$ cat src/rtl/knight_pkg.sv
// rtl/knight_pkg.sv - shared encodings and helpers for the knight-rider speed scheduler
//
// Purpose : scheduler state encodings, the LED home pattern that marks a sweep
//           boundary, and the divisor clamp used for PS-requested values.
// Ports   : none (package).
package knight_pkg;

    localparam int STATE_W = 3;

    typedef enum logic [STATE_W-1:0] {
        S_MANUAL    = 3'd0,
        S_RAMP_DN   = 3'd1,
        S_HOLD_FAST = 3'd2,
        S_RAMP_UP   = 3'd3,
        S_HOLD_SLOW = 3'd4
    } state_t;

    // The sweep starts (and restarts) from the rightmost LED.
    localparam logic [3:0] LED_HOME = 4'b0001;

    function automatic logic [31:0] clamp_cdiv(input logic [31:0] v,
                                               input logic [31:0] lo,
                                               input logic [31:0] hi);
        logic [31:0] r;
        if (v < lo) begin
            r = lo;
        end else if (v > hi) begin
            r = hi;
        end else begin
            r = v;
        end
        return r;
    endfunction

endpackage

$ cat src/rtl/knight_sched_if.sv
// rtl/knight_sched_if.sv - PS request/acknowledge port of the speed scheduler
//
// Purpose : groups the PS-side divisor load handshake.
// Signals : PS_REQ  - request, held until PS_ACK
//           PS_CDIV - requested divisor, sampled when PS_ACK is generated
//           PS_ACK  - one-cycle acceptance pulse
// Modports: master = PS requester, slave = scheduler.
interface knight_sched_if;

    logic        PS_REQ;
    logic [31:0] PS_CDIV;
    logic        PS_ACK;

    modport master (output PS_REQ, output PS_CDIV, input  PS_ACK);
    modport slave  (input  PS_REQ, input  PS_CDIV, output PS_ACK);

endinterface

$ cat src/rtl/knight_bnd_det.sv
// rtl/knight_bnd_det.sv - sweep boundary detector
//
// Purpose : pulses bnd for the first cycle the sweep LED shows the home pattern.
// Ports   : clk    - clock
//           rst_n  - asynchronous active-low reset
//           led_in - LED output of the sweep datapath
//           bnd    - one-cycle boundary pulse (combinational from led_in)
module knight_bnd_det
    import knight_pkg::*;
(
    input  logic       clk,
    input  logic       rst_n,
    input  logic [3:0] led_in,
    output logic       bnd
);

    logic [3:0] led_q;
    logic [3:0] led_d;

    always_comb begin
        led_d = led_in;
    end

    // Resetting to the home pattern suppresses a false boundary right after reset.
    always_ff @(posedge clk or negedge rst_n) begin
        if (!rst_n) begin
            led_q <= LED_HOME;
        end else begin
            led_q <= led_d;
        end
    end

    assign bnd = (led_in == LED_HOME) && (led_q != LED_HOME);

endmodule

$ cat src/rtl/knight_sched.sv
// rtl/knight_sched.sv - knight-rider sweep speed scheduler
//
// Purpose : owns the sweep divisor; runs an accelerate/hold/decelerate profile
//           or loads PS-requested values, changing the divisor only on sweep
//           boundaries.
// Ports   : CLK     - clock
//           RESETN  - asynchronous active-low reset
//           LED_IN  - LED output of the sweep datapath
//           AUTO_EN - 1 = automatic profile, 0 = PS owns the divisor
//           ps      - PS request/acknowledge port (slave side)
//           CDIV    - registered divisor to the sweep datapath
//           STATE   - current scheduler state
//           PEND    - accepted PS value waiting for a boundary
module knight_sched
    import knight_pkg::*;
#(
    parameter logic [31:0] CDIV_MIN    = 32'd2_500_000,
    parameter logic [31:0] CDIV_MAX    = 32'd25_000_000,
    parameter logic [31:0] CDIV_STEP   = 32'd2_500_000,
    parameter int          HOLD_SWEEPS = 4
) (
    input  logic                CLK,
    input  logic                RESETN,
    input  logic [3:0]          LED_IN,
    input  logic                AUTO_EN,
    knight_sched_if.slave       ps,
    output logic [31:0]         CDIV,
    output logic [STATE_W-1:0]  STATE,
    output logic                PEND
);

    localparam int HOLD_W = (HOLD_SWEEPS > 1) ? $clog2(HOLD_SWEEPS) : 1;
    localparam logic [HOLD_W-1:0] HOLD_LAST = HOLD_W'(HOLD_SWEEPS - 1);

    // Comparing against these edges, rather than computing cdiv -/+ step first,
    // keeps the ramp arithmetic from wrapping.
    localparam logic [31:0] DN_EDGE = CDIV_MIN + CDIV_STEP;
    localparam logic [31:0] UP_EDGE = CDIV_MAX - CDIV_STEP;

    state_t              state_q, state_d;
    logic [31:0]         cdiv_q, cdiv_d;
    logic [31:0]         pval_q, pval_d;
    logic                pend_q, pend_d;
    logic                ack_q, ack_d;
    logic [HOLD_W-1:0]   hold_q, hold_d;
    logic                bnd;
    logic                accept;

    knight_bnd_det u_bnd_det (
        .clk    (CLK),
        .rst_n  (RESETN),
        .led_in (LED_IN),
        .bnd    (bnd)
    );

    always_comb begin
        state_d = state_q;
        cdiv_d  = cdiv_q;
        pval_d  = pval_q;
        pend_d  = pend_q;
        hold_d  = hold_q;

        // ack_q in the term stops a held request from being taken twice.
        accept  = ps.PS_REQ && !AUTO_EN && !pend_q && !ack_q;
        ack_d   = accept;

        if (accept) begin
            pend_d = 1'b1;
            pval_d = clamp_cdiv(ps.PS_CDIV, CDIV_MIN, CDIV_MAX);
        end

        if (bnd) begin
            if (state_q == S_MANUAL) begin
                // A pending load wins over starting the ramp.
                if (pend_q) begin
                    cdiv_d = pval_q;
                    pend_d = 1'b0;
                end else if (AUTO_EN) begin
                    state_d = S_RAMP_DN;
                end
            end else if (!AUTO_EN) begin
                state_d = S_MANUAL;
            end else begin
                case (state_q)
                    S_RAMP_DN: begin
                        if (cdiv_q <= DN_EDGE) begin
                            cdiv_d  = CDIV_MIN;
                            hold_d  = '0;
                            state_d = S_HOLD_FAST;
                        end else begin
                            cdiv_d = cdiv_q - CDIV_STEP;
                        end
                    end
                    S_HOLD_FAST: begin
                        if (hold_q == HOLD_LAST) begin
                            state_d = S_RAMP_UP;
                        end else begin
                            hold_d = hold_q + 1'b1;
                        end
                    end
                    S_RAMP_UP: begin
                        if (cdiv_q >= UP_EDGE) begin
                            cdiv_d  = CDIV_MAX;
                            hold_d  = '0;
                            state_d = S_HOLD_SLOW;
                        end else begin
                            cdiv_d = cdiv_q + CDIV_STEP;
                        end
                    end
                    S_HOLD_SLOW: begin
                        if (hold_q == HOLD_LAST) begin
                            state_d = S_RAMP_DN;
                        end else begin
                            hold_d = hold_q + 1'b1;
                        end
                    end
                    default: begin
                        state_d = S_MANUAL;
                    end
                endcase
            end
        end
    end

    always_ff @(posedge CLK or negedge RESETN) begin
        if (!RESETN) begin
            state_q <= S_MANUAL;
            cdiv_q  <= CDIV_MAX;
            pval_q  <= CDIV_MAX;
            pend_q  <= 1'b0;
            ack_q   <= 1'b0;
            hold_q  <= '0;
        end else begin
            state_q <= state_d;
            cdiv_q  <= cdiv_d;
            pval_q  <= pval_d;
            pend_q  <= pend_d;
            ack_q   <= ack_d;
            hold_q  <= hold_d;
        end
    end

    assign CDIV      = cdiv_q;
    assign STATE     = state_q;
    assign PEND      = pend_q;
    assign ps.PS_ACK = ack_q;

endmodule

$ cat src/flat_wrapper.sv
// flat-port wrapper written by rule: the top's interface ports become plain ports
module knight_sched_flat import knight_pkg::*;
#(
    parameter logic [31:0] CDIV_MIN    = 32'd2_500_000,
    parameter logic [31:0] CDIV_MAX    = 32'd25_000_000,
    parameter logic [31:0] CDIV_STEP   = 32'd2_500_000,
    parameter int          HOLD_SWEEPS = 4
)
  (CLK, RESETN, LED_IN, AUTO_EN, CDIV, STATE, PEND, ps_PS_REQ, ps_PS_CDIV, ps_PS_ACK);
  knight_sched_if ps_i ();
  input  logic CLK;
  input  logic RESETN;
  input  logic [3:0] LED_IN;
  input  logic AUTO_EN;
  output logic [31:0] CDIV;
  output logic [STATE_W-1:0] STATE;
  output logic PEND;
  input wire logic [$bits(ps_i.PS_REQ)-1:0] ps_PS_REQ;
  input wire logic [$bits(ps_i.PS_CDIV)-1:0] ps_PS_CDIV;
  output wire logic [$bits(ps_i.PS_ACK)-1:0] ps_PS_ACK;
  assign ps_i.PS_REQ = ps_PS_REQ;
  assign ps_i.PS_CDIV = ps_PS_CDIV;
  assign ps_PS_ACK = ps_i.PS_ACK;
  knight_sched #(.CDIV_MIN(CDIV_MIN), .CDIV_MAX(CDIV_MAX), .CDIV_STEP(CDIV_STEP), .HOLD_SWEEPS(HOLD_SWEEPS)) u_core (.CLK(CLK), .RESETN(RESETN), .LED_IN(LED_IN), .AUTO_EN(AUTO_EN), .ps(ps_i), .CDIV(CDIV), .STATE(STATE), .PEND(PEND));
endmodule
$ cat config.mk
export PLATFORM = sky130hd
export DESIGN_NAME = knight_sched_flat
export DESIGN_NICKNAME = d
export VERILOG_FILES = /design/src/rtl/knight_pkg.sv /design/src/rtl/knight_sched_if.sv /design/src/rtl/knight_bnd_det.sv /design/src/rtl/knight_sched.sv /design/src/flat_wrapper.sv
export SDC_FILE = /design/constraint.sdc
export NUM_CORES = 1
export LEC_CHECK = 0
export BUFFER_PORTS_ARGS = -buffer_cell sky130_fd_sc_hd__buf_2
export CAP_MARGIN = 20
export CORE_UTILIZATION = 30
export DETAILED_ROUTE_END_ITERATION = 10
export SYNTH_ARGS = -nofsm -noshare
export SYNTH_HDL_FRONTEND = slang
export SYNTH_SLANG_ARGS = --single-unit
$ cat constraint.sdc
create_clock -name CLK -period 2.56 [get_ports CLK]
set_input_delay 0.512 -clock CLK [delete_from_list [all_inputs] [get_ports CLK]]
set_output_delay 0.512 -clock CLK [all_outputs]
set_load 0.02 [all_outputs]
==> metrics.txt, run 1 <==
outcome finished, final reports clean; library cells used by synthesis 76; post-synthesis net count 595; Async SR Flop Fraction 100%; number of buffer cells added on primary ports 76; cell taking the most area after synthesis sky130_fd_sc_hd__dfrtp_1; slew at the pin with the worst max-slew slack 0.520 ns; yosys warns 0; smallest hold slack 0.186 ns; post-synthesis sequential area ratio 40.2%; crit-path leading delay family simple AND/OR/NAND/NOR gates; RR Startpoint u_core.CDIV[14]; launching element type of the critical path flip-flop; required time at the endpoint of the critical path 2.82 ns; total power 7.77 mW; Final period util 97.5%; leading cell types by count after synthesis 57 x sky130_fd_sc_hd__o21ai_0, 50 x sky130_fd_sc_hd__dfrtp_1, 43 x sky130_fd_sc_hd__nand2_1; Reg2Reg Capture Point u_core.CDIV[19]; synthesis-stage register bit count 75; weighted congestion reported at the end of routability-driven placement 0.934; classification of the worst-slack hold path input port to async pin; maximum vdd drop 0.445 mV; arrival time of the worst setup path 2.75 ns; Final nets 693; final-report max-slew violation count 0; maximum clock frequency 401 MHz; proportion of netlist area held by the largest area contributor 26.3%; pwr/cell area 1290 mW/mm2; number of vias per cell after detailed routing 5.70; clock tree buffer depth 2; via count of the first global-routing pass 4644; worst clock skew 0.00665 ns; DR pass1 iterations 5; Mapped Cells 551; Initial Util 31.0%; global-route wire length before repair 25000 um; Synth Cell Area 0.00475 mm2; leakage dissipation 2.57 nW; root buffer selected by CTS sky130_fd_sc_hd__clkbuf_16; Psw 3.56 mW; number of maximum-capacitance violations 0; startpoint of the worst setup timing path u_core.CDIV[14]; depth of the worst register-to-register path 9; number of antenna violations at the first check in global routing 0; DP Wirelength 11700 um; Reg power frac 27.0%; final hold viol count 0; TritonCTS Sinks 75; Post-Layout Inst Area 0.00604 mm2; count of routing violations after the opening detailed-route iteration 420; aggregate negative setup slack 0 ns; flip-flop cell with the highest count after synthesis sky130_fd_sc_hd__dfrtp_1; clock tree from TritonCTS built; layout cells sized above 1 29.8%; Std-Cell Rows 45; number of H-tree levels 3; sum of buffers and inverters on the critical path 2; die footprint 0.0163 mm2; die width 128 um; insertion delay to the later sink of the worst-skew pair 0.35 ns; final antenna-violating net count 0; Post-synth EDFFs 0; number of buffers added by the clock tree synthesis step 9; critical path class flip-flop to flip-flop; relative contribution of the clock network to total power 18.1%; minimum setup slack after placement -0.127 ns; final wirelength 15700 um; top area cells in the synthesized netlist sky130_fd_sc_hd__dfrtp_1 26%, sky130_fd_sc_hd__dfstp_2 14%, sky130_fd_sc_hd__o21ai_0 6.0%, sky130_fd_sc_hd__nand2_1 3.4%, sky130_fd_sc_hd__a21oi_1 3.2%; worst rel slew slack 65.1%; clock transition at the register clock pins on the worst setup and hold paths after CTS 0.06 ns; FF-to-FF setup slack 0.06 ns; dominant cell by count in the synthesized netlist sky130_fd_sc_hd__o21ai_0; worst-case setup margin in the final layout 0.0644 ns; largest fanout of any net on the critical path 11; largest net degree at the start of global routing 76; mean post-synth cell area 8.62 um2; crit-path max cell delay 0.53 ns; GRT overflow 0; Worst Setup End Kind flip-flop; number of ports placed on the die boundary 77; total setup violations reported at the end of the flow 0; Setup Buffers After CTS 0; Cell Int Power 4.21 mW; area added between synthesis and finish 27.2%; Switching Share 45.8%; Slowest cell on crit path sky130_fd_sc_hd__dfstp_2; core footprint 0.0153 mm2; post-placement cell area 0.00566 mm2; post-layout minimum cycle time 2.50 ns; DRC viols 0; crit-path cells or3b_4 -> nor4_4 -> a41oi_1 -> o21ai_1 -> buf_6 -> buf_12 -> nor2_1 -> o31ai_1 -> a21oi_1; total via count after detailed routing 4930; diodes inserted 0; average detailed-routed wire length per instance 18.2 um; Comb pwr share 54.9%; die boundary height 128 um; total global routing track utilization 19.6%
[cells by family after synthesis]
| logic type | count (synthesis) | share of synthesized area [%] |
|---|---|---|
| adder cells (fa/ha/maj) | 5 | 1.26 |
| multiplexers | 1 | 0.211 |
| AND/OR/NAND/NOR | 191 | 21.4 |
| buffers and inverters | 62 | 5.21 |
| flip-flops | 75 | 40.2 |
| XOR/XNOR | 8 | 1.47 |
| AO/OA/AOI/OAI | 209 | 30.3 |
[state kept, by name (all words and copies together), names as in the netlist]
name	count
u_core.hold_q	2
u_core.pval_q	32
u_core.PEND	1
u_core.u_bnd_det.led_q	4
u_core.STATE	3
u_core.ps.PS_ACK	1
u_core.CDIV	32
[area by class of cell]
type / instances / area [um2]
clock buffers: 9 / 225
clock inverters: 7 / 100
fillers: 1591 / 9270
inverters: 17 / 63.8
multi-input cells: 414 / 2650
flip-flops and latches: 75 / 1910
well taps: 211 / 264
repair buffers: 132 / 830
[how the worst max path moves through the flow]
stage	endpoint	slack (ns)	cells past startpoint
CTS	u_core.CDIV[14]	0.06	8
floorplan	u_core.pval_q[12]	0.03	8
detailed placement	u_core.pval_q[21]	-0.13	8
finish	u_core.CDIV[19]	0.06	9
global route	u_core.CDIV[31]	-0.02	10
global placement	u_core.pval_q[21]	-0.11	8
[metal layers]
metal | track usage, % | share of wire (%)
met3 | 5.22 | 8.2
met2 | 30.8 | 46
met1 | 26.3 | 45
met5 | 0 | 0
met4 | 5.81 | 1.3
[layout by cell type, fill, tap and decap left out, types with 4 or more instances in the layout]
master,Yosys,final
sky130_fd_sc_hd__buf_2,6,76
sky130_fd_sc_hd__o21ai_0,57,55
sky130_fd_sc_hd__buf_4,0,53
sky130_fd_sc_hd__dfrtp_1,50,50
sky130_fd_sc_hd__nand2_1,43,43
sky130_fd_sc_hd__nor2_1,37,37
sky130_fd_sc_hd__a21oi_1,30,29
sky130_fd_sc_hd__dfstp_2,25,25
sky130_fd_sc_hd__nor3_1,24,23
sky130_fd_sc_hd__inv_1,17,17
sky130_fd_sc_hd__and2_1,14,14
sky130_fd_sc_hd__o22ai_1,15,14
sky130_fd_sc_hd__nand3_1,14,12
sky130_fd_sc_hd__a22o_1,10,10
sky130_fd_sc_hd__a221o_1,9,9
sky130_fd_sc_hd__o211ai_1,9,9
sky130_fd_sc_hd__a211oi_1,9,9
sky130_fd_sc_hd__clkbuf_16,0,9
sky130_fd_sc_hd__o31ai_1,8,7
sky130_fd_sc_hd__or3_1,7,7
sky130_fd_sc_hd__o221ai_1,7,7
sky130_fd_sc_hd__nand2b_1,7,6
sky130_fd_sc_hd__nor4_1,6,6
sky130_fd_sc_hd__a31oi_1,6,6
sky130_fd_sc_hd__xnor2_1,6,6
sky130_fd_sc_hd__or4_1,6,5
sky130_fd_sc_hd__nand4_1,5,5
sky130_fd_sc_hd__and3_1,5,5
sky130_fd_sc_hd__ha_1,4,4
[repair_timing]
| action | in CTS | in global routing |
|---|---|---|
| setup endpoints to repair | 1 | 13 |
| gates resized for setup | 3 | 14 |
| hold buffers | 0 | 0 |
[power by group through the flow]
stage	Sequential [mW]	Combinational (mW)	Clock [mW]
floorplan	2.12	2.51	0
global placement	2.08	4.07	0
detailed placement	2.09	4.11	0
CTS	2.07	4.14	1.43
global route	2.15	4.60	1.48
finish	2.10	4.27	1.41
[metrics by stage]
stage,util [%],std cells
2_1_floorplan,-,551
3_3_place_gp,37.0,849
3_5_place_dp,37.0,849
4_1_cts,39.1,865
5_1_grt,39.5,865
6_report,39.5,865
No activity file was read; power rests on OpenSTA's default activity.
==> run 2, diff against run 1 <==
- CORE_UTILIZATION: 30 -> 40
==> metrics.txt, run 2 (same netlist as run 1, synthesis figures left out) <==
met3 Track Usage GR 4.48% (-0.73 points); GRT overflow 0 (unchanged); die boundary height 111 um (-13%); DRC viols 4 (+4); Layout Cells excl Fill 818 (-5.4%); startpoint of the worst setup timing path u_core.CDIV[14]; insertion delay to the later sink of the worst-skew pair 0.35 ns (about the same); final-report max-slew violation count 0 (unchanged); leakage dissipation 2.68 nW (+4.2%); clock tree buffer depth 2 (unchanged); critical path class flip-flop to flip-flop; weighted congestion reported at the end of routability-driven placement 0.918 (-1.7%); minimum setup slack after placement -0.133 ns (-0.00606 ns); worst-case setup margin in the final layout 0.0538 ns (-0.0107 ns); classification of the worst-slack hold path input port to async pin; number of buffer cells added on primary ports 76 (unchanged); total setup violations reported at the end of the flow 0 (unchanged); DP Wirelength 11800 um (+0.85%); outcome finished, violations left; core footprint 0.0115 mm2 (-25%); post-placement cell area 0.00567 mm2 (+0.27%); Slowest cell on crit path sky130_fd_sc_hd__dfstp_2; RR Startpoint u_core.CDIV[14]; final antenna-violating net count 0 (unchanged); Initial Util 41.3% (+10 points); worst rel slew slack 57.5% (-7.6 points); FF-to-FF setup slack 0.05 ns (about the same); launching element type of the critical path flip-flop; pwr/cell area 1300 mW/mm2 (+1.4%); post-layout minimum cycle time 2.51 ns (+0.0107 ns); Final period util 97.9% (+0.42 points); arrival time of the worst setup path 2.78 ns (+0.03 ns); number of ports placed on the die boundary 77 (unchanged); diodes inserted 0 (unchanged); maximum clock frequency 399 MHz (-0.42%); final hold viol count 0 (unchanged); cell seen most often among critical-path stages sky130_fd_sc_hd__buf_4; number of antenna violations at the first check in global routing 0 (unchanged); sum of buffers and inverters on the critical path 3 (+1); required time at the endpoint of the critical path 2.83 ns (about the same); global-route wire length before repair 26300 um (+5.0%); final wirelength 16600 um (+5.7%); met2 track demand over resource 42.6% (+12 points); most frequent standard cell in the layout excluding fill and tap cells sky130_fd_sc_hd__buf_2; Fillers 1066 (-33%); die footprint 0.0123 mm2 (-25%); RSZ-0062 raised after global routing true; number of buffers inserted for hold repair after clock tree synthesis 0 (unchanged); Reg2Reg Capture Point u_core.CDIV[14]; area added between synthesis and finish 30.3%; depth of the worst register-to-register path 10 (+1); Post-Layout Inst Area 0.00619 mm2 (+2.4%); Std-Cell Rows 39 (-13%); number of buffers added by the clock tree synthesis step 9 (unchanged); worst clock skew 0.00879 ns (+0.00214 ns); largest fanout of any net on the critical path 4 (-7); number of vias per cell after detailed routing 6.15 (+7.8%); maximum vdd drop 0.474 mV (+6.5%); root buffer selected by CTS sky130_fd_sc_hd__clkbuf_16; most frequent cells in the layout 75 x sky130_fd_sc_hd__buf_2, 69 x sky130_fd_sc_hd__buf_4, 49 x sky130_fd_sc_hd__o21ai_0, 49 x sky130_fd_sc_hd__dfrtp_1, 43 x sky130_fd_sc_hd__nand2_1; largest net degree at the start of global routing 76 (unchanged); crit-path max cell delay 0.52 ns (about the same); crit-path leading delay family simple AND/OR/NAND/NOR gates; most congested layer reported by global routing met2; DR pass1 iterations 8 (+3); slew at the pin with the worst max-slew slack 0.637 ns (+0.116 ns); violations in the final reports DRC; total global routing track utilization 27.5% (+7.9 points); TritonCTS Sinks 75 (unchanged); count of routing violations after the opening detailed-route iteration 344 (-18%); average detailed-routed wire length per instance 20.3 um (+12%); layout cells sized above 1 33.6% (+3.8 points); Final nets 714 (+3.0%); total power 8.07 mW (+3.9%); number of maximum-capacitance violations 0 (unchanged); Worst Setup End Kind flip-flop; instance count after placement with tap cells included 794 (-6.5%); clock tree from TritonCTS built; die width 111 um (-13%); clock transition at the register clock pins on the worst setup and hold paths after CTS 0.06 ns (about the same); global-route track usage on met1 38.4% (+12 points); number of H-tree levels 3 (unchanged); crit-path cells or3b_4 -> buf_6 -> nor4_4 -> buf_4 -> nand3_4 -> and4_4 -> buf_4 -> a211oi_2 -> nand3b_1 -> a22oi_2; via count of the first global-routing pass 4764 (+2.6%); total via count after detailed routing 5027 (+2.0%)
[run 2: changes by cell type in the layout (fill, tap and decap cells not counted), sizes merged]
| cell | previous run | this run |
|---|---|---|
| bufinv | 2 | 0 |
| clkinv | 3 | 2 |
| clkbuf | 9 | 11 |
| clkinvlp | 0 | 1 |
| buf | 132 | 152 |
| o211ai | 10 | 11 |
[run 2: timing repair]
item | in CTS | in global routing
gates cloned | 0 | 1
setup endpoints to repair | 3 | 37
buffers inserted | 1 | 6
gates resized for setup | 4 | 37
pin swaps | 2 | 9
[run 2: worst max path at each step]
stage,to,slack [ns],depth (start not counted)
5_1_grt,u_core.CDIV[4],-0.05,12
3_5_place_dp,u_core.CDIV[14],-0.13,10
4_1_cts,u_core.CDIV[11],0.007,9
6_report,u_core.CDIV[14],0.05,10
2_1_floorplan,u_core.pval_q[12],0.03,8
3_3_place_gp,u_core.CDIV[14],-0.1,10
[run 2: cell type report]
| cell class | instances | area [um2] | area share, % |
|---|---|---|---|
| inverter | 17 | 63.8 | 1.03 |
| clock buffer | 11 | 253 | 4.08 |
| multi-input combinational | 415 | 2730 | 44.1 |
| clock inverter | 5 | 45.0 | 0.728 |
| timing repair buffer | 152 | 1010 | 16.3 |
| sequential | 75 | 1910 | 30.8 |
| tap | 143 | 179 | 2.89 |
[run 2: metal layers]
| metal | vias up | part of all wire (%) |
|---|---|---|
| met5 | - | 0 |
| met4 | 0 | 2.4 |
| met3 | 38 | 7.1 |
| met2 | 218 | 46 |
| met1 | 2425 | 45 |
| li1 | 2346 | - |
[run 2: power breakdown]
group / switching (mW) / internal (mW) / leakage [nW]
clock: 0.561 / 0.724 / 0.144
combinational: 2.87 / 1.91 / 1.62
sequential: 0.372 / 1.64 / 0.916
[run 2: through the flow]
step	hold slack [ns]	util [%]	setup TNS [ns]
after floorplan	0.216	-	0
after global placement	0.454	49.3	-0.667
after detailed placement	0.459	49.3	-0.578
after CTS	0.199	52.0	0
after global routing	0.201	53.8	-0.140
final	0.152	53.8	0
